File: src/rtl/mlp_pkg.sv
// ============================================================================
// mlp_pkg : register map, status bits, size limits and sequencer states
// Rev 1.0 : initial release
// ============================================================================
`default_nettype none

package mlp_pkg;

  localparam logic [7:0] REG_CTRL   = 8'h04;
  localparam logic [7:0] REG_STATUS = 8'h08;
  localparam logic [7:0] REG_CYC    = 8'h0C;
  localparam logic [7:0] REG_N      = 8'h10;
  localparam logic [7:0] REG_M      = 8'h14;
  localparam logic [7:0] REG_H      = 8'h18;

  localparam int CTRL_HOST_EN = 0;
  localparam int CTRL_START   = 1;
  localparam int ST_DONE      = 0;
  localparam int ST_BUSY      = 1;
  localparam int ST_ERR       = 2;

  localparam logic [15:0] MAX_N = 16'd256;
  localparam logic [15:0] MAX_H = 16'd64;
  localparam logic [15:0] MAX_M = 16'd16;

  typedef enum logic [2:0] {
    S_IDLE  = 3'd0,
    S_CLR   = 3'd1,
    S_MAC   = 3'd2,
    S_DRAIN = 3'd3,
    S_WR    = 3'd4
  } seq_state_t;

  function automatic logic sizes_valid(logic [15:0] n, logic [15:0] h, logic [15:0] m);
    return (n != 16'd0) && (h != 16'd0) && (m != 16'd0) &&
           (n <= MAX_N) && (h <= MAX_H) && (m <= MAX_M);
  endfunction

endpackage

`default_nettype wire

File: src/rtl/mlp_layer_sequencer_if.sv
// ============================================================================
// mlp_layer_sequencer_if : host bus plus memory/MAC control strobes
// Rev 1.0 : initial release
// ============================================================================
`default_nettype none

interface mlp_layer_sequencer_if #(
  parameter int AW    = 16,
  parameter int DW    = 32,
  parameter int IDX_W = 16
);
  logic [AW-1:0]    address;
  logic [DW-1:0]    din;
  logic [DW-1:0]    dout;
  logic             write;
  logic             read;
  logic             host_en;
  logic             layer;
  logic [IDX_W-1:0] in_idx;
  logic [IDX_W-1:0] w_idx;
  logic             mac_clr;
  logic             mac_en;
  logic             res_we;
  logic [IDX_W-1:0] res_idx;

  modport slave (
    input  address, din, write, read,
    output dout, host_en, layer, in_idx, w_idx, mac_clr, mac_en, res_we, res_idx
  );

  modport master (
    output address, din, write, read,
    input  dout, host_en, layer, in_idx, w_idx, mac_clr, mac_en, res_we, res_idx
  );
endinterface

`default_nettype wire

File: src/rtl/mlp_reg_file.sv
// ============================================================================
// mlp_reg_file : bus decode, CTRL/N/M/H/STATUS storage and readback mux
// Rev 1.0 : initial release
// ============================================================================
`default_nettype none

module mlp_reg_file
  import mlp_pkg::*;
#(
  parameter int AW = 16,
  parameter int DW = 32
) (
  input  logic          clk,
  input  logic          reset_n,
  input  logic [AW-1:0] address,
  input  logic [DW-1:0] din,
  input  logic          write,
  input  logic          busy,
  input  logic          seq_done,
  input  logic [31:0]   cyc_cnt,
  output logic [DW-1:0] dout,
  output logic          host_en,
  output logic [15:0]   n_size,
  output logic [15:0]   h_size,
  output logic [15:0]   m_size,
  output logic          go
);

  logic       in_range;
  logic [7:0] offset;
  logic       wr_ok;
  logic       ctrl_wr;
  logic       start_req;
  logic       done;
  logic       err;
  logic       unused_din;

  assign in_range  = (address[AW-1:8] == '0);
  assign offset    = address[7:0];
  assign wr_ok     = write && in_range && !busy;
  assign ctrl_wr   = wr_ok && (offset == REG_CTRL);
  assign start_req = ctrl_wr && din[CTRL_START];
  assign go        = start_req && sizes_valid(n_size, h_size, m_size);
  assign unused_din = &{1'b0, din[DW-1:16]};

  always_ff @(posedge clk or negedge reset_n) begin
    if (!reset_n) begin
      host_en <= 1'b1;
      done    <= 1'b0;
      err     <= 1'b0;
      n_size  <= '0;
      h_size  <= '0;
      m_size  <= '0;
    end else begin
      if (ctrl_wr) begin
        host_en <= din[CTRL_HOST_EN];
        done    <= 1'b0;
        err     <= 1'b0;
        // A rejected start reports completion at once so the host never waits.
        if (start_req && !go) begin
          done <= 1'b1;
          err  <= 1'b1;
        end
        if (go) host_en <= 1'b0;
      end
      if (seq_done) begin
        done    <= 1'b1;
        host_en <= 1'b1;
      end
      if (wr_ok && offset == REG_N) n_size <= din[15:0];
      if (wr_ok && offset == REG_M) m_size <= din[15:0];
      if (wr_ok && offset == REG_H) h_size <= din[15:0];
    end
  end

  always_comb begin
    dout = '0;
    if (in_range) begin
      case (offset)
        REG_CTRL:   dout[CTRL_HOST_EN] = host_en;
        REG_STATUS: begin
          dout[ST_DONE] = done;
          dout[ST_BUSY] = busy;
          dout[ST_ERR]  = err;
        end
        REG_CYC:    dout[31:0] = cyc_cnt;
        REG_N:      dout[15:0] = n_size;
        REG_M:      dout[15:0] = m_size;
        REG_H:      dout[15:0] = h_size;
        default:    dout = '0;
      endcase
    end
  end

endmodule

`default_nettype wire

File: src/rtl/mlp_layer_sequencer.sv
// ============================================================================
// mlp_layer_sequencer : schedules the shared MAC over hidden then output layer
// Optional feature macro SEQ_CYCLE_COUNT_EN adds a busy-cycle counter at 0x0C.
// Rev 1.0 : initial release
// ============================================================================
`default_nettype none

module mlp_layer_sequencer
  import mlp_pkg::*;
#(
  parameter int AW    = 16,
  parameter int DW    = 32,
  parameter int IDX_W = 16
) (
  input  logic                 clk,
  input  logic                 reset_n,
  mlp_layer_sequencer_if.slave bus
);

  seq_state_t  state, state_nxt;
  logic        go;
  logic        busy;
  logic        seq_done;
  logic        layer;
  logic        mac_en;
  logic [15:0] k_cnt, w_cnt, n_cnt;
  logic [15:0] n_size, h_size, m_size;
  logic [15:0] k_last, nr_last;
  logic        last_neuron;
  logic [31:0] cyc_cnt;
  logic        unused_read;

  assign busy        = (state != S_IDLE);
  assign k_last      = (layer ? h_size : n_size) - 16'd1;
  assign nr_last     = (layer ? m_size : h_size) - 16'd1;
  assign last_neuron = (n_cnt == nr_last);
  assign seq_done    = (state == S_WR) && last_neuron && layer;
  assign unused_read = &{1'b0, bus.read};

  mlp_reg_file #(.AW(AW), .DW(DW)) u_reg_file (
    .clk      (clk),
    .reset_n  (reset_n),
    .address  (bus.address),
    .din      (bus.din),
    .write    (bus.write),
    .busy     (busy),
    .seq_done (seq_done),
    .cyc_cnt  (cyc_cnt),
    .dout     (bus.dout),
    .host_en  (bus.host_en),
    .n_size   (n_size),
    .h_size   (h_size),
    .m_size   (m_size),
    .go       (go)
  );

  always_ff @(posedge clk or negedge reset_n) begin
    if (!reset_n) state <= S_IDLE;
    else          state <= state_nxt;
  end

  always_comb begin
    state_nxt = state;
    case (state)
      S_IDLE:  if (go) state_nxt = S_CLR;
      S_CLR:   state_nxt = S_MAC;
      S_MAC:   if (k_cnt == k_last) state_nxt = S_DRAIN;
      S_DRAIN: state_nxt = S_WR;
      S_WR:    state_nxt = (last_neuron && layer) ? S_IDLE : S_CLR;
      default: state_nxt = S_IDLE;
    endcase
  end

  // w_cnt runs across neurons so the weight index never needs h*N.
  always_ff @(posedge clk or negedge reset_n) begin
    if (!reset_n) begin
      layer  <= 1'b0;
      k_cnt  <= '0;
      w_cnt  <= '0;
      n_cnt  <= '0;
      mac_en <= 1'b0;
    end else begin
      mac_en <= (state == S_MAC);
      case (state)
        S_IDLE: if (go) begin
          layer <= 1'b0;
          k_cnt <= '0;
          w_cnt <= '0;
          n_cnt <= '0;
        end
        S_CLR: k_cnt <= '0;
        S_MAC: begin
          k_cnt <= k_cnt + 16'd1;
          w_cnt <= w_cnt + 16'd1;
        end
        S_WR: begin
          if (!last_neuron) begin
            n_cnt <= n_cnt + 16'd1;
          end else if (!layer) begin
            layer <= 1'b1;
            n_cnt <= '0;
            w_cnt <= '0;
          end
        end
        default: ;
      endcase
    end
  end

`ifdef SEQ_CYCLE_COUNT_EN
  always_ff @(posedge clk or negedge reset_n) begin
    if (!reset_n)  cyc_cnt <= '0;
    else if (go)   cyc_cnt <= '0;
    else if (busy) cyc_cnt <= cyc_cnt + 32'd1;
  end
`else
  assign cyc_cnt = '0;
`endif

  assign bus.layer   = layer;
  assign bus.in_idx  = IDX_W'(k_cnt);
  assign bus.w_idx   = IDX_W'(w_cnt);
  assign bus.mac_clr = (state == S_CLR);
  assign bus.mac_en  = mac_en;
  assign bus.res_we  = (state == S_WR);
  assign bus.res_idx = IDX_W'(n_cnt);

endmodule

`default_nettype wire

File: src/flat_wrapper.sv
// flat-port wrapper written by rule: the top's interface ports become plain ports
module mlp_layer_sequencer_flat import mlp_pkg::*;
#(
  parameter int AW    = 16,
  parameter int DW    = 32,
  parameter int IDX_W = 16
)
  (clk, reset_n, bus_address, bus_din, bus_write, bus_read, bus_dout, bus_host_en, bus_layer, bus_in_idx, bus_w_idx, bus_mac_clr, bus_mac_en, bus_res_we, bus_res_idx);
  mlp_layer_sequencer_if #(.AW(AW), .DW(DW), .IDX_W(IDX_W)) bus_i ();
  input  logic clk;
  input  logic reset_n;
  input wire logic [$bits(bus_i.address)-1:0] bus_address;
  input wire logic [$bits(bus_i.din)-1:0] bus_din;
  input wire logic [$bits(bus_i.write)-1:0] bus_write;
  input wire logic [$bits(bus_i.read)-1:0] bus_read;
  output wire logic [$bits(bus_i.dout)-1:0] bus_dout;
  output wire logic [$bits(bus_i.host_en)-1:0] bus_host_en;
  output wire logic [$bits(bus_i.layer)-1:0] bus_layer;
  output wire logic [$bits(bus_i.in_idx)-1:0] bus_in_idx;
  output wire logic [$bits(bus_i.w_idx)-1:0] bus_w_idx;
  output wire logic [$bits(bus_i.mac_clr)-1:0] bus_mac_clr;
  output wire logic [$bits(bus_i.mac_en)-1:0] bus_mac_en;
  output wire logic [$bits(bus_i.res_we)-1:0] bus_res_we;
  output wire logic [$bits(bus_i.res_idx)-1:0] bus_res_idx;
  assign bus_i.address = bus_address;
  assign bus_i.din = bus_din;
  assign bus_i.write = bus_write;
  assign bus_i.read = bus_read;
  assign bus_dout = bus_i.dout;
  assign bus_host_en = bus_i.host_en;
  assign bus_layer = bus_i.layer;
  assign bus_in_idx = bus_i.in_idx;
  assign bus_w_idx = bus_i.w_idx;
  assign bus_mac_clr = bus_i.mac_clr;
  assign bus_mac_en = bus_i.mac_en;
  assign bus_res_we = bus_i.res_we;
  assign bus_res_idx = bus_i.res_idx;
  mlp_layer_sequencer #(.AW(AW), .DW(DW), .IDX_W(IDX_W)) u_core (.clk(clk), .reset_n(reset_n), .bus(bus_i));
endmodule
File: config.mk
export PLATFORM = sky130hd
export DESIGN_NAME = mlp_layer_sequencer_flat
export DESIGN_NICKNAME = d
export VERILOG_FILES = /design/src/rtl/mlp_pkg.sv /design/src/rtl/mlp_layer_sequencer_if.sv /design/src/rtl/mlp_reg_file.sv /design/src/rtl/mlp_layer_sequencer.sv /design/src/flat_wrapper.sv
export SDC_FILE = /design/constraint.sdc
export NUM_CORES = 1
export LEC_CHECK = 0
export ABC_AREA = 1
export CAP_MARGIN = 20
export CORE_MARGIN = 3
export CORE_UTILIZATION = 30
export CTS_CLUSTER_SIZE = 40
export DETAILED_ROUTE_END_ITERATION = 8
export DONT_BUFFER_PORTS = 1
export MAX_ROUTING_LAYER = met4
export SLEW_MARGIN = 20
export SYNTH_ARGS = -nofsm -noshare
export SYNTH_HDL_FRONTEND = slang
export SYNTH_SLANG_ARGS = --single-unit
File: constraint.sdc
create_clock -name clk -period 6.1 [get_ports clk]
set_input_delay 1.22 -clock clk [delete_from_list [all_inputs] [get_ports clk]]
set_output_delay 1.22 -clock clk [all_outputs]
set_load 0.02 [all_outputs]
==> reports/qor.csv <==
stage,metric,value,unit
critical_path,CP most frequent cell,inv_1,
cts,Max clock buf depth,2,
routing,drt pass-1 iters,5,
routing,ANT nets after route,0,
global_route,met2 GRT Util,0.249,
sta,fmax,0.207,GHz
routing,Avg WL per Cell,14.5,µm
logic_synthesis,Syn Std Cell Area,7740,µm²
finish,layout cells sized above 1,0.0529,
global_route,largest net degree at the start of global routing,105,
critical_path,Worst EP arrival,3.61,ns
hold_path,worst min path class,register to register,
sta,Tmin final,4.83,ns
die,Initial Util,0.306,
logic_synthesis,Syn Inst Count,1188,
die,Die W,167,µm
die,Die H,167,µm
logic_synthesis,#FFs+latches synth,104,
place,Buffers on Ports,0,
finish,FF/Latch Area,2610,µm²
sta,max-slew violations,0,
finish,Finished Layout Cells,1503,
routing,DRC Markers,0,
finish,Fillers,2780,
routing,Vias,7159,
global_route,initial antenna violation count,0,
logic_synthesis,Avg Inst Size Synth,6.51,µm²
logic_synthesis,largest cells by area after synthesis,"dfrtp_1 33%, nand2_1 19%, inv_1 7.9%, o21ai_0 5.3%, nor2_1 4.9%",
cts,Clock Latency Late Sink,0.37,ns
sta,Final setup viols,0,
logic_synthesis,most common cell in the synthesized netlist,nand2_1,
global_route,GRT Util Overall,0.161,
sta,RSZ-0062 raised after global routing,no,
global_route,vias in the first global route,6659,
pwr,pwr/cell area,182,nW/µm²
sta,clk_skew,0.0121,ns
place,total placed cells including tap cells,1487,
sta,setup_tns,0,ns
cts,clock root cell,clkbuf_16,
logic_synthesis,post-synth cell types,40,
finish,Final #Nets,1225,
global_route,routing usage on met3,0.0411,
critical_path,Critical Path RT,4.88,ns
cts,CTS tree,yes,
global_route,gr busiest metal,met2,
cts,TritonCTS buffer count,9,
sta,crit share post-route,0.792,
routing,Final Routed Wirelength,21.8,mm
routing,Iter 0 DRT Violations,498,
job,Max Cap Viol,0,
die,number of core rows,58,
sta,Worst-Margin Slew,1.01,ns
logic_synthesis,yosys warns,0,
sta,Hold Slack,0.486,ns
logic_synthesis,most frequently used flop master after synthesis,dfrtp_1,
critical_path,CP Class,primary input to output port,
cts,Post-CTS Hold Buffers,0,
logic_synthesis,list of most frequent post-synthesis cells,"393 x nand2_1, 162 x inv_1, 103 x dfrtp_1",
sta,relative slew slack,0.328,
cts,H-tree depth,3,
place,routability cong.,0.906,
logic_synthesis,Synth top area share,0.333,
logic_synthesis,share of flip-flops with an asynchronous set or reset,1.00,
logic_synthesis,Post-synth EDFFs,0,
logic_synthesis,cell accounting for the most synthesized area,dfrtp_1,
pwr,leakage power,4.57,nW
global_route,first-pass GRT wire length,35.5,mm
cts,setup bufs post-CTS,0,
place,Final HPWL DP,16.7,mm
cts,"Clk pin slew, worst setup/hold paths",0.07,ns
cts,Clock Sinks,104,
run_status,status,completed,
finish,P&R area growth vs syn,6.36,%
cts,post_cts resized,0,
critical_path,slowest CP cell,nor2_1,
logic_synthesis,register area share after synthesis,0.337,
critical_path,startpoint types,primary input,
routing,routed vias/inst,4.76,
die,core area,25300,µm²
critical_path,"Cell Chain, Critical Path",nor2_1 > inv_1 > nor3_1 > nand2_1 > inv_1 > nor3_1 > nor2_1 > o21ai_0 > inv_1,
pwr,worst vdd ir,0.113,mV
place,Post-Place Worst Slack,1.29,ns
sta,Worst Slack Setup Final,1.27,ns
critical_path,endpoint class of the critical path,output port,
finish,area of the multi-input gates,4250,µm²
die,Boundary Pins,137,
die,die area,27800,µm²
critical_path,"Largest stage delay, worst path",0.63,ns
finish,Inserted Diodes,0,
sta,final hold violation count,0,
global_route,total congestion overflow,0,
critical_path,Worst Path Max Fanout,17,
global_route,met1 usage,0.212,
state kept, by name, indices dropped and copies added, names as in the netlist:
signal / flops
u_core.bus.in_idx: 16
u_core.bus.layer: 1
u_core.bus.mac_en: 1
u_core.bus.res_idx: 16
u_core.bus.w_idx: 16
u_core.state: 3
u_core.u_reg_file.done: 1
u_core.u_reg_file.err: 1
u_core.u_reg_file.h_size: 16
u_core.u_reg_file.host_en: 1
u_core.u_reg_file.m_size: 16
u_core.u_reg_file.n_size: 16
logic make-up after synthesis:
logic type,after synthesis,synth area share
and+or+nand+nor,677,0.377
buffers and inverters,215,0.122
AOI/OAI and AO/OA,134,0.0953
DFF,104,0.337
xor gates and xnor gates,52,0.0607
adders and majority gates,5,0.00809
other,1,0.000485
through the flow:
step | total power, mW | util | cell area (µm²)
after floorplan | 0.875 | - | 7790
after global placement | 0.903 | 0.314 | 7920
after detailed placement | 0.905 | 0.314 | 7920
after CTS | 1.52 | 0.326 | 8230
after global routing | 1.57 | 0.326 | 8230
final | 1.50 | 0.326 | 8230
worst max-delay path, delay by kind of cell:
kind | cells | cell delay (ns)
and+or+nand+nor | 5 | 1.46
buffers and inverters | 3 | 0.54
AOI/OAI and AO/OA | 1 | 0.39
cell type report:
cell class	instances	share of cell area
Clock buffer	9	0.0274
Timing Repair Buffer	4	0.00365
Multi-Input combinational cell	884	0.517
Clock inverter	7	0.00973
Tap cell	330	0.0502
Inverter	165	0.0756
Sequential cell	104	0.317
report_power, final:
part	total [mW]	internal [mW]	switching [mW]	leakage (nW)
registers	0.704	0.692	0.0111	1.20
logic	0.187	0.0548	0.133	3.22
clock network	0.606	0.293	0.312	0.146
total	1.50	1.04	0.456	4.57
worst paths after layout:
kind                                                     startpoint                                       end  slack, ns  cells past startpoint
max                                                  bus_address[1]                               bus_dout[7]       1.27                      9
min in group asynchronous                                   reset_n        u_core.bus.res_idx[11]$_DFFE_PN0P_       0.54                      0
max in group asynchronous                                   reset_n     u_core.u_reg_file.host_en$_DFFE_PN1P_       5.29                      0
min                        u_core.u_reg_file.n_size[15]$_DFFE_PN0P_  u_core.u_reg_file.n_size[15]$_DFFE_PN0P_       0.49                      2
min reg2reg                u_core.u_reg_file.n_size[15]$_DFFE_PN0P_  u_core.u_reg_file.n_size[15]$_DFFE_PN0P_       0.49                      2
max reg2reg                            u_core.bus.layer$_DFFE_PN0P_               u_core.state[0]$_DFFE_PN0P_       2.82                     18
cell usage in the layout (no fill, tap or decap), types with 3 or more instances in the layout:
master,n
nand3b_1,15
clkbuf_16,9
xor2_1,42
nor2_2,9
or2_2,6
ha_1,5
a21oi_1,11
conb_1,16
buf_4,4
o21ai_1,9
nand4_1,22
nand3_2,4
a22o_1,3
dfrtp_1,102
nand2_1,393
inv_1,162
o21ai_0,82
nor3_1,27
o31ai_1,5
a31oi_1,3
nand3_1,75
nor2_1,100
o22ai_1,16
nand2_2,13
nor4_1,10
xnor2_1,9
routing by layer:
layer | vias to the layer above | share of wire
li1 | 3684 | -
met1 | 3266 | 0.46
met2 | 183 | 0.46
met3 | 26 | 0.066
met4 | 0 | 0.015
met5 | - | 0
Note: power is estimated with default switching activity, not from simulation.
